File: src/rtl/neander_mem_pkg.sv
// neander_mem_pkg: shared types and constants for the Neander memory port.
// Holds the FSM state encoding, the RDM load code and default bus widths.
package neander_mem_pkg;

  localparam int ADDR_W_D = 8;
  localparam int DATA_W_D = 8;

  localparam logic [1:0] RDM_LOAD_AC = 2'b01;

  typedef enum logic [1:0] {
    IDLE    = 2'd0,
    RD_WAIT = 2'd1,
    WR_WAIT = 2'd2
  } mem_state_e;

endpackage

File: src/rtl/neander_mem_port_if.sv
// neander_mem_port_if: req/ack bus between the memory port and a 256x8 RAM.
// master: req, we, addr, wdata out; ack, rdata in. slave: the reverse.
interface neander_mem_port_if #(
  parameter int ADDR_W = 8,
  parameter int DATA_W = 8
);

  logic              req;
  logic              we;
  logic [ADDR_W-1:0] addr;
  logic [DATA_W-1:0] wdata;
  logic              ack;
  logic [DATA_W-1:0] rdata;

  modport master (
    output req, we, addr, wdata,
    input  ack, rdata
  );

  modport slave (
    input  req, we, addr, wdata,
    output ack, rdata
  );

endinterface

File: src/rtl/neander_wait_timer.sv
// neander_wait_timer: wait-state counter, cleared at issue, counts wait cycles.
// Ports: clk, reset (async, low), clear, enable in; expired out (last cycle).
module neander_wait_timer #(
  parameter int TIMEOUT_CYC = 15
) (
  input  logic clk,
  input  logic reset,
  input  logic clear,
  input  logic enable,
  output logic expired
);

  localparam int W = $clog2(TIMEOUT_CYC + 1);

  logic [W-1:0] cnt_q;

  always_ff @(posedge clk or negedge reset) begin
    if (!reset) begin
      cnt_q <= '0;
    end else if (clear) begin
      cnt_q <= '0;
    end else if (enable && cnt_q != W'(TIMEOUT_CYC)) begin
      cnt_q <= cnt_q + 1'b1;
    end
  end

  // High during the TIMEOUT_CYC-th wait cycle; the FSM aborts at its end.
  assign expired = enable && (cnt_q == W'(TIMEOUT_CYC - 1));

endmodule

File: src/rtl/neander_mem_port.sv
// neander_mem_port: REM/RDM owner turning controller strobes into req/ack.
// Ports: clk, reset, strobes/pc_in/ac_in in; rd_data, busy, err out; mem bus.
// Optional NEANDER_MEM_TIMEOUT_EN: abort after TIMEOUT_CYC waits, sticky err.
module neander_mem_port
  import neander_mem_pkg::*;
#(
  parameter int ADDR_W = ADDR_W_D,
  parameter int DATA_W = DATA_W_D
`ifdef NEANDER_MEM_TIMEOUT_EN
  ,
  parameter int TIMEOUT_CYC = 15
`endif
) (
  input  logic              clk,
  input  logic              reset,
  input  logic              regRem_ctrl,
  input  logic              mux_sel,
  input  logic [ADDR_W-1:0] pc_in,
  input  logic [1:0]        regRdm_ctrl,
  input  logic [DATA_W-1:0] ac_in,
  input  logic              memWrite_ctrl,
  output logic [DATA_W-1:0] rd_data,
  output logic              busy,
  output logic              err,
  neander_mem_port_if.master mem
);

  mem_state_e state_q, state_d;

  logic [ADDR_W-1:0] rem_q;
  logic [ADDR_W-1:0] iss_addr_q;
  logic [DATA_W-1:0] rdm_q;
  logic [DATA_W-1:0] iss_wdata_q;
  logic [DATA_W-1:0] rd_data_q;
  logic              pend_rd_q;
  logic              pend_wr_q;
  logic              issue_rd;
  logic              issue_wr;
  logic              done;
  logic              tmo;
  logic              expired;

`ifdef NEANDER_MEM_TIMEOUT_EN
  logic err_q;

  neander_wait_timer #(
    .TIMEOUT_CYC(TIMEOUT_CYC)
  ) u_timer (
    .clk    (clk),
    .reset  (reset),
    .clear  (issue_rd | issue_wr),
    .enable (state_q != IDLE),
    .expired(expired)
  );

  always_ff @(posedge clk or negedge reset) begin
    if (!reset) begin
      err_q <= 1'b0;
    end else if (tmo) begin
      err_q <= 1'b1;
    end
  end

  assign err = err_q;
`else
  assign expired = 1'b0;
  assign err     = 1'b0;
`endif

  // Writes win over reads; an ack in the timeout cycle still completes.
  always_comb begin
    state_d  = state_q;
    issue_rd = 1'b0;
    issue_wr = 1'b0;
    done     = 1'b0;
    tmo      = 1'b0;
    unique case (state_q)
      IDLE: begin
        if (pend_wr_q) begin
          issue_wr = 1'b1;
          state_d  = WR_WAIT;
        end else if (pend_rd_q) begin
          issue_rd = 1'b1;
          state_d  = RD_WAIT;
        end
      end
      RD_WAIT, WR_WAIT: begin
        if (mem.ack) begin
          done    = 1'b1;
          state_d = IDLE;
        end else if (expired) begin
          tmo     = 1'b1;
          state_d = IDLE;
        end
      end
      default: state_d = IDLE;
    endcase
  end

  always_ff @(posedge clk or negedge reset) begin
    if (!reset) begin
      state_q     <= IDLE;
      rem_q       <= '0;
      rdm_q       <= '0;
      iss_addr_q  <= '0;
      iss_wdata_q <= '0;
      rd_data_q   <= '0;
      pend_rd_q   <= 1'b0;
      pend_wr_q   <= 1'b0;
    end else begin
      state_q <= state_d;
      if (regRem_ctrl) begin
        rem_q <= mux_sel ? ADDR_W'(rd_data_q) : pc_in;
      end
      if (regRdm_ctrl == RDM_LOAD_AC) begin
        rdm_q <= ac_in;
      end
      // A new strobe in the issue cycle keeps its bit set as a fresh op.
      pend_rd_q <= regRem_ctrl | (pend_rd_q & ~issue_rd);
      pend_wr_q <= memWrite_ctrl | (pend_wr_q & ~issue_wr);
      if (issue_rd | issue_wr) begin
        iss_addr_q  <= rem_q;
        iss_wdata_q <= rdm_q;
      end
      if (state_q == RD_WAIT && done) begin
        rd_data_q <= mem.rdata;
      end else if (state_q == RD_WAIT && tmo) begin
        rd_data_q <= '0;
      end
    end
  end

  assign mem.req   = (state_q != IDLE);
  assign mem.we    = (state_q == WR_WAIT);
  assign mem.addr  = iss_addr_q;
  assign mem.wdata = iss_wdata_q;
  assign rd_data   = rd_data_q;
  assign busy      = (state_q != IDLE) | pend_rd_q | pend_wr_q;

endmodule

File: src/flat_wrapper.sv
// flat-port wrapper written by rule: the top's interface ports become plain ports
module neander_mem_port_flat import neander_mem_pkg::*;
#(
  parameter int ADDR_W = ADDR_W_D,
  parameter int DATA_W = DATA_W_D

)
  (clk, reset, regRem_ctrl, mux_sel, pc_in, regRdm_ctrl, ac_in, memWrite_ctrl, rd_data, busy, err, mem_req, mem_we, mem_addr, mem_wdata, mem_ack, mem_rdata);
  neander_mem_port_if #(.ADDR_W(ADDR_W), .DATA_W(DATA_W)) mem_i ();
  input  logic clk;
  input  logic reset;
  input  logic regRem_ctrl;
  input  logic mux_sel;
  input  logic [ADDR_W-1:0] pc_in;
  input  logic [1:0] regRdm_ctrl;
  input  logic [DATA_W-1:0] ac_in;
  input  logic memWrite_ctrl;
  output logic [DATA_W-1:0] rd_data;
  output logic busy;
  output logic err;
  output wire logic [$bits(mem_i.req)-1:0] mem_req;
  output wire logic [$bits(mem_i.we)-1:0] mem_we;
  output wire logic [$bits(mem_i.addr)-1:0] mem_addr;
  output wire logic [$bits(mem_i.wdata)-1:0] mem_wdata;
  input wire logic [$bits(mem_i.ack)-1:0] mem_ack;
  input wire logic [$bits(mem_i.rdata)-1:0] mem_rdata;
  assign mem_req = mem_i.req;
  assign mem_we = mem_i.we;
  assign mem_addr = mem_i.addr;
  assign mem_wdata = mem_i.wdata;
  assign mem_i.ack = mem_ack;
  assign mem_i.rdata = mem_rdata;
  neander_mem_port #(.ADDR_W(ADDR_W), .DATA_W(DATA_W)) u_core (.clk(clk), .reset(reset), .regRem_ctrl(regRem_ctrl), .mux_sel(mux_sel), .pc_in(pc_in), .regRdm_ctrl(regRdm_ctrl), .ac_in(ac_in), .memWrite_ctrl(memWrite_ctrl), .rd_data(rd_data), .busy(busy), .err(err), .mem(mem_i));
endmodule
File: config.mk
export PLATFORM = sky130hd
export DESIGN_NAME = neander_mem_port_flat
export DESIGN_NICKNAME = d
export VERILOG_FILES = /design/src/rtl/neander_mem_pkg.sv /design/src/rtl/neander_mem_port_if.sv /design/src/rtl/neander_wait_timer.sv /design/src/rtl/neander_mem_port.sv /design/src/flat_wrapper.sv
export SDC_FILE = /design/constraint.sdc
export NUM_CORES = 1
export LEC_CHECK = 0
export BUFFER_PORTS_ARGS = -buffer_cell sky130_fd_sc_hd__buf_2
export CAP_MARGIN = 20
export CORE_MARGIN = 5
export CORE_UTILIZATION = 35
export CTS_CLUSTER_DIAMETER = 100
export DETAILED_ROUTE_END_ITERATION = 8
export GPL_ROUTABILITY_DRIVEN = 1
export PLACE_DENSITY_LB_ADDON = 0.1
export RECOVER_POWER = 25
export SLEW_MARGIN = 20
export SYNTH_ARGS = -nofsm -noshare
export SYNTH_HDL_FRONTEND = slang
export SYNTH_SLANG_ARGS = --single-unit
File: constraint.sdc
create_clock -name clk -period 2 [get_ports clk]
set_clock_uncertainty 0.1 [all_clocks]
set_input_delay 0.1 -clock clk [delete_from_list [all_inputs] [get_ports clk]]
set_output_delay 0.1 -clock clk [all_outputs]
set_load 0.02 [all_outputs]
==> impl_results.md <==
- Status: complete, no violations
- GR peak layer: met2
- FF+latch area: 1100 µm²
- Die area: approximately 6800 µm²
- HP Class: in2reg
- Pre-CTS WS: 0.349 ns
- PostCTS Resize Cnt: 0
- Number of stages on the worst setup path: 5
- Min Tclk post-route: between 1.5 and 2 ns
- LEAKAGE: between 1 and 1.5 nW
- RSZ-0062 raised after global routing: no
- CP Capture Type: output port
- Buf+Inv Stages, Crit Path: 2
- FMAX: around 540 MHz
- I/O Buffers: 58
- Setup TNS: 0 ns
- Crit path kind: reg2out
- CTS tree: built
- Initial antenna violation count: 0
- H-Tree Depth: 2
- Highest net fanout along the worst path: 4
- Clk sinks: between 40 and 50
- Die X-Extent: around 82 µm
- Synth unique cells: 20
- Main synth FF type: dfrtp_1
- Async SR Flop Fraction: 100%
- Setup WS post-layout: about 0.16 ns
- Skew-Pair Late Insertion Delay: around 0.29 ns
- Final wirelength: 3.80 mm
- CTS clk-pin slew, worst paths: around 0.080 ns
- Grt met1 use: between 10% and 20%
- Cells after synthesis: around 130
- Post-route ant nets: 0
- Global-route usage over all layers: around an eighth
- Final count of hold timing violations: 0
- Slowest CP cell: dfrtp_1
- CP startpoint kind: register
- Synth Register Bits: 44
- Clock root buffer: clkbuf_8
- Actual transition at the worst max-transition pin: between 0.7 and 0.8 ns
- Initial Util: a little over a third
- Mean Syn Cell Area: 14.7 µm²
- Sequential area share after synthesis: between 60% and 70%
- Met3 Use GR: 4.23%
- Crit path largest cell delay: 0.42 ns
- PwrDens: about 1500 nW/µm²
- Final setup viols: 0
- Fraction of layout cells with a size suffix above 1: 44.0%
- Post-DR wirelength/cell: roughly 14 µm
- Max cap viols: 0
- Drt first-iter violations: ~50
- Crit-path cells: inv_1, ha_1, nand2b_1, or2_2, buf_2
- Hold Path Cell Cnt: 3
- Fillers: just under 500
- Slew Limit Fails: 0
- Pin count of the biggest net entering global routing: 37
- Via density: ~4.4
- Num CTS Buffers: 5
- Vias: 1224
- Syn_nets: 160
- Clock buffer depth: 2
- Ys Warns: 0
- Overflow after GRT: 0
- Core footprint: 5110 µm²
- Hold buffer count at cts: 19
- Grt met2 use: 20.6%
- Fin Hold WS: between 0.009 and 0.01 ns
- Residual DRC count: 0
- Area of the multi-input gates: slightly below 700 µm²
- CP delay by family, top: flip-flops
- Post-CTS setup repair buffer count: 0
- Final Net Count: roughly 240
- Row count: 26
- Number of antenna repair diodes: 0
- Placer Congestion: between 0.6 and 0.7
- Vias in the first global route: roughly 1300
- Final Cycle Share: 92.0%
- Ports: 60
- Number of flops mapped to enable cells by yosys: 0
- R2R cell count: 2
- CP arrival: about 1.6 ns
- Max_slew headroom: between 40% and 50%
- Detailed Routing Iterations Pass 1: 2
- First-pass GRT wire length: 6.18 mm
- Area delta synth->final: 35.4%
- VDD IR max: a little over 0.5 mV
- Data required time at the worst endpoint: 1.80 ns
- Die H: ~82 µm
- Post-Syn Area: approximately 1800 µm²
- Hpwl dp: roughly 2.8 mm
-- worst register-to-register path, cell delays in order (launching register included) --
cell	delay (ns)
dfrtp_1	0.44
o21ai_4	0.59
mux2_2	0.42
-- final cells by class --
class | instances | share of cell area (%)
clock buffer | 6 | 3.32
clock inverter | 2 | 1.56
inverter | 3 | 0.453
multi-input combinational | 72 | 27.2
sequential | 44 | 44.3
tap | 70 | 3.53
timing repair buffer | 80 | 19.6
-- cell usage after synthesis, types with 2 or more instances --
library cell | n | area [µm²]
dfrtp_1 | 44 | 1100
mux2_2 | 22 | 248
a21oi_1 | 10 | 50.1
mux2_4 | 10 | 150
mux2i_1 | 8 | 80.1
nor2_1 | 8 | 30.0
buf_2 | 4 | 20.0
ha_1 | 3 | 37.5
inv_1 | 3 | 11.3
a21o_1 | 2 | 15.0
nand2b_1 | 2 | 12.5
-- routing by layer --
layer / wire [µm] / up-vias
met5: 0 / -
li1: - / 593
met3: 262 / 4
met4: 39 / 0
met2: 1930 / 37
met1: 1570 / 590
-- stage by stage --
step | cell area [µm²] | power [mW] | cells | util [%]
detailed placement | 2190 | 3.00 | 250 | 42.8
floorplan | 1830 | 2.56 | 125 | -
global route | 2480 | 3.90 | 277 | 48.6
CTS | 2500 | 3.76 | 277 | 48.9
finish | 2480 | 3.66 | 277 | 48.6
global placement | 2190 | 2.95 | 250 | 42.8
-- cell usage in the layout (no fill, tap or decap), types with 3 or more instances in the layout --
master | synthesis | routed
buf_2 | 4 | 46
dfrtp_1 | 44 | 44
mux2_2 | 22 | 22
dlygate4sd3_1 | 0 | 19
clkbuf_1 | 0 | 12
a21oi_1 | 10 | 10
mux2_4 | 10 | 10
mux2i_1 | 8 | 8
nor2_1 | 8 | 8
clkbuf_8 | 0 | 6
inv_1 | 3 | 3
ha_1 | 3 | 3
buf_4 | 1 | 3
-- registers in the layout, summed over array words and instances (netlist names) --
register	flops
u_core.mem.addr	8
u_core.mem.wdata	8
u_core.rd_data	8
u_core.rdm_q	8
u_core.rem_q	8
u_core.state_q	2
u_core.pend_rd_q	1
u_core.pend_wr_q	1
-- worst paths after layout --
check | slack, ns | start | end
setup / recovery | 0.16 | u_core.state_q[1] | busy
hold / removal | 0.009 | pc_in[1] | u_core.rem_q[1]
setup reg to reg | 0.34 | u_core.pend_wr_q | u_core.mem.addr[2]
hold reg to reg | 0.41 | u_core.rdm_q[1] | u_core.mem.wdata[1]
max in group asynchronous | 0.87 | reset | u_core.rem_q[2]
min in group asynchronous | 0.32 | reset | u_core.rdm_q[0]
-- kinds of logic (layout without fill, tap and decap cells) --
kind of cell	after synthesis	after routing	synth area share, %
AO/OA/AOI/OAI	15	15	5.25
AND/OR/NAND/NOR	13	13	3.21
buffers and inverters	9	91	3.21
multiplexers	40	40	26.1
other	1	1	0.204
flip-flops	44	44	60.0
adder cells (fa/ha/maj)	3	3	2.05
-- where the power goes --
group          switching [mW]  leakage [nW]  total (mW)  internal (mW)
clock                   0.299        0.0614       0.707          0.408
combinational           0.795         0.599        1.49          0.698
sequential              0.226         0.512        1.46           1.23
Note: power is estimated with default switching activity, not from simulation.
